[config.mk]
export PLATFORM = sky130hd
export DESIGN_NAME = i2c_slave
export DESIGN_NICKNAME = d
export VERILOG_FILES = /design/src/rtl/i2c_slave.sv
export SDC_FILE = /design/constraint.sdc
export NUM_CORES = 1
export LEC_CHECK = 0
export CAP_MARGIN = 20
export CORE_MARGIN = 2
export CORE_UTILIZATION = 59
export CTS_CLUSTER_SIZE = 8
export DETAILED_ROUTE_END_ITERATION = 8
export HOLD_SLACK_MARGIN = 0.08
export MAX_ROUTING_LAYER = met4
export PLACE_DENSITY = 0.84
export REMOVE_ABC_BUFFERS = 1
export SLEW_MARGIN = 25
export SYNTH_ARGS = -nofsm -noshare
export SYNTH_HDL_FRONTEND = slang
export SYNTH_SLANG_ARGS = --single-unit
[constraint.sdc]
create_clock -name clk -period 3.9 [get_ports clk]
set_input_delay 0.585 -clock clk [delete_from_list [all_inputs] [get_ports clk]]
set_output_delay 0.585 -clock clk [all_outputs]
set_load 0.005 [all_outputs]
[src/rtl/i2c_slave.sv]
// I2C target endpoint: oversampled SCL/SDA, START/STOP detection, fixed 7-bit address match,
// byte receive to local logic and byte transmit from local logic. SDA is open-drain.
module i2c_slave #(
    parameter logic [6:0] SLAVE_ADDR = 7'h50
) (
    input  logic       clk,
    input  logic       reset,
    input  logic       scl_in,
    input  logic       sda_in,
    output logic       sda_oe,
    output logic [7:0] rx_data,
    output logic       rx_valid,
    input  logic [7:0] tx_data,
    output logic       tx_req,
    output logic       busy
);

    localparam logic [2:0] StIdle     = 3'd0;
    localparam logic [2:0] StAddr     = 3'd1;
    localparam logic [2:0] StAddrAck  = 3'd2;
    localparam logic [2:0] StWrite    = 3'd3;
    localparam logic [2:0] StWriteAck = 3'd4;
    localparam logic [2:0] StRead     = 3'd5;
    localparam logic [2:0] StReadAck  = 3'd6;
    localparam logic [2:0] StWaitStop = 3'd7;

    logic [1:0] scl_sync_q, sda_sync_q;
    logic       scl_hist_q, sda_hist_q;
    logic       scl_s, sda_s;
    logic       scl_rise, scl_fall, start_det, stop_det;

    logic [2:0] state_q, state_d;
    logic [2:0] bit_cnt_q, bit_cnt_d;
    logic [7:0] shift_q, shift_d;
    logic       byte_done_q, byte_done_d;  // 8th bit seen (ADDR/WRITE) or ACK seen (READ_ACK)
    logic       rw_q, rw_d;
    logic       sda_oe_q, sda_oe_d;
    logic [7:0] rx_data_q, rx_data_d;
    logic       rx_valid_q, rx_valid_d;
    logic       tx_req_q, tx_req_d;

    // Two-stage synchronizers plus history stage; idle bus level is 1.
    always_ff @(posedge clk or posedge reset) begin
        if (reset) begin
            scl_sync_q <= 2'b11;
            sda_sync_q <= 2'b11;
            scl_hist_q <= 1'b1;
            sda_hist_q <= 1'b1;
        end else begin
            scl_sync_q <= {scl_sync_q[0], scl_in};
            sda_sync_q <= {sda_sync_q[0], sda_in};
            scl_hist_q <= scl_sync_q[1];
            sda_hist_q <= sda_sync_q[1];
        end
    end

    assign scl_s     = scl_sync_q[1];
    assign sda_s     = sda_sync_q[1];
    assign scl_rise  = scl_s & ~scl_hist_q;
    assign scl_fall  = ~scl_s & scl_hist_q;
    assign start_det = scl_s & scl_hist_q & sda_hist_q & ~sda_s;
    assign stop_det  = scl_s & scl_hist_q & ~sda_hist_q & sda_s;

    // Protocol FSM: START/STOP override everything, otherwise act on SCL edges per state.
    always_comb begin
        state_d     = state_q;
        bit_cnt_d   = bit_cnt_q;
        shift_d     = shift_q;
        byte_done_d = byte_done_q;
        rw_d        = rw_q;
        sda_oe_d    = sda_oe_q;
        rx_data_d   = rx_data_q;
        rx_valid_d  = 1'b0;
        tx_req_d    = 1'b0;

        if (start_det) begin
            state_d     = StAddr;
            bit_cnt_d   = 3'd0;
            byte_done_d = 1'b0;
            sda_oe_d    = 1'b0;
        end else if (stop_det) begin
            state_d  = StIdle;
            sda_oe_d = 1'b0;
        end else begin
            case (state_q)
                StAddr: begin
                    if (scl_rise) begin
                        shift_d   = {shift_q[6:0], sda_s};
                        bit_cnt_d = bit_cnt_q + 3'd1;
                        if (bit_cnt_q == 3'd7) byte_done_d = 1'b1;
                    end else if (scl_fall && byte_done_q) begin
                        rw_d = shift_q[0];
                        if (shift_q[7:1] == SLAVE_ADDR) begin
                            state_d  = StAddrAck;
                            sda_oe_d = 1'b1;
                        end else begin
                            state_d  = StWaitStop;
                            sda_oe_d = 1'b0;
                        end
                    end
                end
                StAddrAck: begin
                    if (scl_rise && rw_q) begin
                        tx_req_d = 1'b1;
                    end else if (scl_fall) begin
                        bit_cnt_d   = 3'd0;
                        byte_done_d = 1'b0;
                        if (rw_q) begin
                            state_d  = StRead;
                            shift_d  = tx_data;
                            sda_oe_d = ~tx_data[7];
                        end else begin
                            state_d  = StWrite;
                            sda_oe_d = 1'b0;
                        end
                    end
                end
                StWrite: begin
                    if (scl_rise) begin
                        shift_d   = {shift_q[6:0], sda_s};
                        bit_cnt_d = bit_cnt_q + 3'd1;
                        if (bit_cnt_q == 3'd7) begin
                            rx_data_d   = {shift_q[6:0], sda_s};
                            rx_valid_d  = 1'b1;
                            byte_done_d = 1'b1;
                        end
                    end else if (scl_fall && byte_done_q) begin
                        state_d  = StWriteAck;
                        sda_oe_d = 1'b1;
                    end
                end
                StWriteAck: begin
                    if (scl_fall) begin
                        state_d     = StWrite;
                        sda_oe_d    = 1'b0;
                        bit_cnt_d   = 3'd0;
                        byte_done_d = 1'b0;
                    end
                end
                StRead: begin
                    // Bit 7 is already on the line at entry; each fall presents the next bit.
                    if (scl_fall) begin
                        if (bit_cnt_q == 3'd7) begin
                            state_d     = StReadAck;
                            sda_oe_d    = 1'b0;
                            byte_done_d = 1'b0;
                        end else begin
                            bit_cnt_d = bit_cnt_q + 3'd1;
                            shift_d   = {shift_q[6:0], 1'b0};
                            sda_oe_d  = ~shift_q[6];
                        end
                    end
                end
                StReadAck: begin
                    if (scl_rise) begin
                        if (!sda_s) begin
                            tx_req_d    = 1'b1;
                            byte_done_d = 1'b1;
                        end else begin
                            state_d  = StWaitStop;
                            sda_oe_d = 1'b0;
                        end
                    end else if (scl_fall && byte_done_q) begin
                        state_d     = StRead;
                        shift_d     = tx_data;
                        sda_oe_d    = ~tx_data[7];
                        bit_cnt_d   = 3'd0;
                        byte_done_d = 1'b0;
                    end
                end
                default: begin
                    // Idle and WaitStop: hold SDA released until START/STOP.
                    sda_oe_d = 1'b0;
                end
            endcase
        end
    end

    // State and output registers; reset releases the bus immediately.
    always_ff @(posedge clk or posedge reset) begin
        if (reset) begin
            state_q     <= StIdle;
            bit_cnt_q   <= 3'd0;
            shift_q     <= 8'h00;
            byte_done_q <= 1'b0;
            rw_q        <= 1'b0;
            sda_oe_q    <= 1'b0;
            rx_data_q   <= 8'h00;
            rx_valid_q  <= 1'b0;
            tx_req_q    <= 1'b0;
        end else begin
            state_q     <= state_d;
            bit_cnt_q   <= bit_cnt_d;
            shift_q     <= shift_d;
            byte_done_q <= byte_done_d;
            rw_q        <= rw_d;
            sda_oe_q    <= sda_oe_d;
            rx_data_q   <= rx_data_d;
            rx_valid_q  <= rx_valid_d;
            tx_req_q    <= tx_req_d;
        end
    end

    assign sda_oe   = sda_oe_q;
    assign rx_data  = rx_data_q;
    assign rx_valid = rx_valid_q;
    assign tx_req   = tx_req_q;
    assign busy     = (state_q != StIdle);

endmodule

==> flow_summary.yaml <==
clock_tree:
  cts_buffer_depth: 2
  cts_root_buf: "clkbuf_4"
  postCtsSetupBuffers: 0
  clock-sinks: 33
  htree_levels: 2
  cts_buffers: 5
  cts_resized: 0
  clk_pin_slew_ps: 100
  tritoncts: "yes"
  clk_latency_ps: 340
  ctsHoldBuffers: 0
placed_design:
  hpwl_um: 2720
  place_congestion: 0.930
  place_area_um2: 2120
  portBuffers: 23
global_route:
  grtUsageTotal: 0.243
  grt_pass1_vias: 1290
  grt_pass1_wl_um: 6330
  grt_max_degree: 29
  grt_overflow_total: 0
  antenna_found_initial: 0
timing:
  fin_tns_setup_ps: 0
  drv_slew: 0
  worst_pin_slew_ps: 841
  post-route-period-util: 0.663
  hold_viol_final: 0
  slew-limit-headroom: 0.438
  clock_skew_ps: 10.4
  setup_viol: 0
  finalCriticalPeriod_ps: 2580
  fmax_ghz: 0.387
  rsz0062_at_grt: "no"
synth:
  synth_area_um2: 1900
  synthCells: 178
  synthDistinctLibCells: 49
  ys_async_sr_fraction: 1.00
  yosysTopAreaCell: "dfrtp_1"
  synth_warnings: 0
  syn_avg_cell_area_um2: 10.7
  synth_top_flop_cell: "dfrtp_1"
  ys_seq_area_frac: 0.438
  synth_top_cell_area_share: 0.355
  synth.area.top_cells: "dfrtp_1, mux2_2, dfstp_2"
  synth_edf_count: 0
  ys_ff_latch: 33
final_layout:
  antennaDiodeCount: 0
  fin_area_um2: 2180
  area_growth_pct: 14.8
  finalNetCount: 210
  drive_above_1_share: 0.218
routing:
  route.vias.total: 1422
  avgRoutedWirePerCell_um: 15.8
  first_iter_violations: 93
  detail-route-antenna-nets: 0
  drtPass1Iterations: 4
  via_per_inst: 5.90
  drc: 0
  routed_wl_um: 3810
job:
  drv_cap: 0
worst_hold_path:
  hold_path.class: "reg2reg"
die:
  core_um2: 3050
  die_w_um: 60.8
  fp.dieH_um: 60.8
  row_count: 20
  die-area_um2: 3700
  ios: 24
  start_util: 0.623
power_and_ir_drop:
  p_leak_nw: 0.913
  powerDensity_nw_per_um2: 674
  irDropWorstVdd_uv: 343
worst_setup_path:
  worstPathMaxFanout: 28
  crit_arrival_ps: 2000
  end_kind: "output port"
  start_kind: "flip-flop"
  cp.required_ps: 3310
  crit_type: "reg2out"
run_status:
  status: "finished clean"
==> sequential cells by signal, summed over array words and instances, names as in the netlist <==
name	flops
rx_valid	1
rw_q	1
sda_oe	1
bit_cnt_q	3
shift_q	8
rx_data	8
tx_req	1
sda_sync_q	2
scl_sync_q	2
sda_hist_q	1
byte_done_q	1
state_q	3
scl_hist_q	1
==> worst paths after layout <==
kind / from / endpoint / slack (ps) / cells past startpoint
max: state_q[2] / busy / 1320 / 2
min: sda_sync_q[0] / sda_sync_q[1] / 360 / 0
max reg2reg: state_q[2] / state_q[2] / 1690 / 4
min reg2reg: sda_sync_q[0] / sda_sync_q[1] / 360 / 0
max in group asynchronous: reset / sda_sync_q[0] / 2660 / 3
min in group asynchronous: reset / bit_cnt_q[0] / 550 / 2
==> cells in the mapped netlist, drive strengths merged, types with 3 or more instances <==
cell    number
nor3         5
dfstp        6
a211oi       3
nor2b        6
nor2        11
nand3        4
dfrtp       27
nand3b       3
buf         12
o21ai       13
mux2        25
a31oi        4
nand2b       4
a21oi        4
inv          5
nand2       10
==> worst max-delay path, cell delays in order (launching register included) <==
cell and delay (ps):
dfrtp_1 670, or3_1 530, clkdlybuf4s50_1 460
==> where the power goes <==
| part | internal, mW | total (mW) | switching (mW) |
|---|---|---|---|
| clock network | 0.0882 | 0.206 | 0.118 |
| registers | 0.436 | 0.594 | 0.159 |
| logic | 0.356 | 0.672 | 0.316 |
| total | 0.880 | 1.47 | 0.593 |
==> metrics by stage <==
step                      worst slack (ps)  std cells   util  total power, mW  hold WS [ps]
final                                 1320        241  0.716             1.47           360
after global routing                  1240        241  0.716             1.57           364
after CTS                             1320        241  0.716             1.47           362
after detailed placement              1690        233  0.695             1.27           348
after global placement                1740        233  0.695             1.24           346
after floorplan                       1930        165      -             1.09           345
==> layout by cell type (no fill, tap or decap), drive strengths merged, types with 3 or more instances in the layout <==
cell	netlist	final
a211oi	3	3
a21oi	4	4
a31oi	4	4
clkbuf	1	7
clkdlybuf4s50	0	23
dfrtp	27	27
dfstp	6	6
inv	5	5
mux2	25	25
nand2	10	10
nand2b	4	4
nand3	4	4
nand3b	3	3
nor2	11	11
nor2b	6	6
nor3	5	5
o21ai	13	13
==> logic make-up (layout without fill, tap and decap cells) <==
kind of cell / after synthesis / after routing / share of synthesized area
buffers and inverters: 18 / 37 / 0.0486
multiplexers: 27 / 27 / 0.158
adder cells (fa/ha/maj): 2 / 2 / 0.0131
AND/OR/NAND/NOR: 52 / 52 / 0.158
flip-flops: 33 / 33 / 0.438
AO/OA/AOI/OAI: 45 / 45 / 0.179
XOR/XNOR: 1 / 1 / 0.00460
==> layer usage <==
layer / vias up / GRT usage / part of all wire
li1: 694 / - / -
met1: 686 / 0.331 / 0.46
met2: 38 / 0.353 / 0.48
met3: 4 / 0.0640 / 0.050
met4: 0 / 0.0807 / 0.0089
met5: - / - / 0
==> final cells by class <==
class / count / area (um^2)
clock buffer: 7 / 55.1
multi-input combinational: 127 / 977
tap: 44 / 55.1
timing repair buffer: 24 / 238
inverter: 5 / 18.8
sequential: 33 / 833
clock inverter: 1 / 7.51
fill: 228 / 868
(Power assumes the default switching activity.)
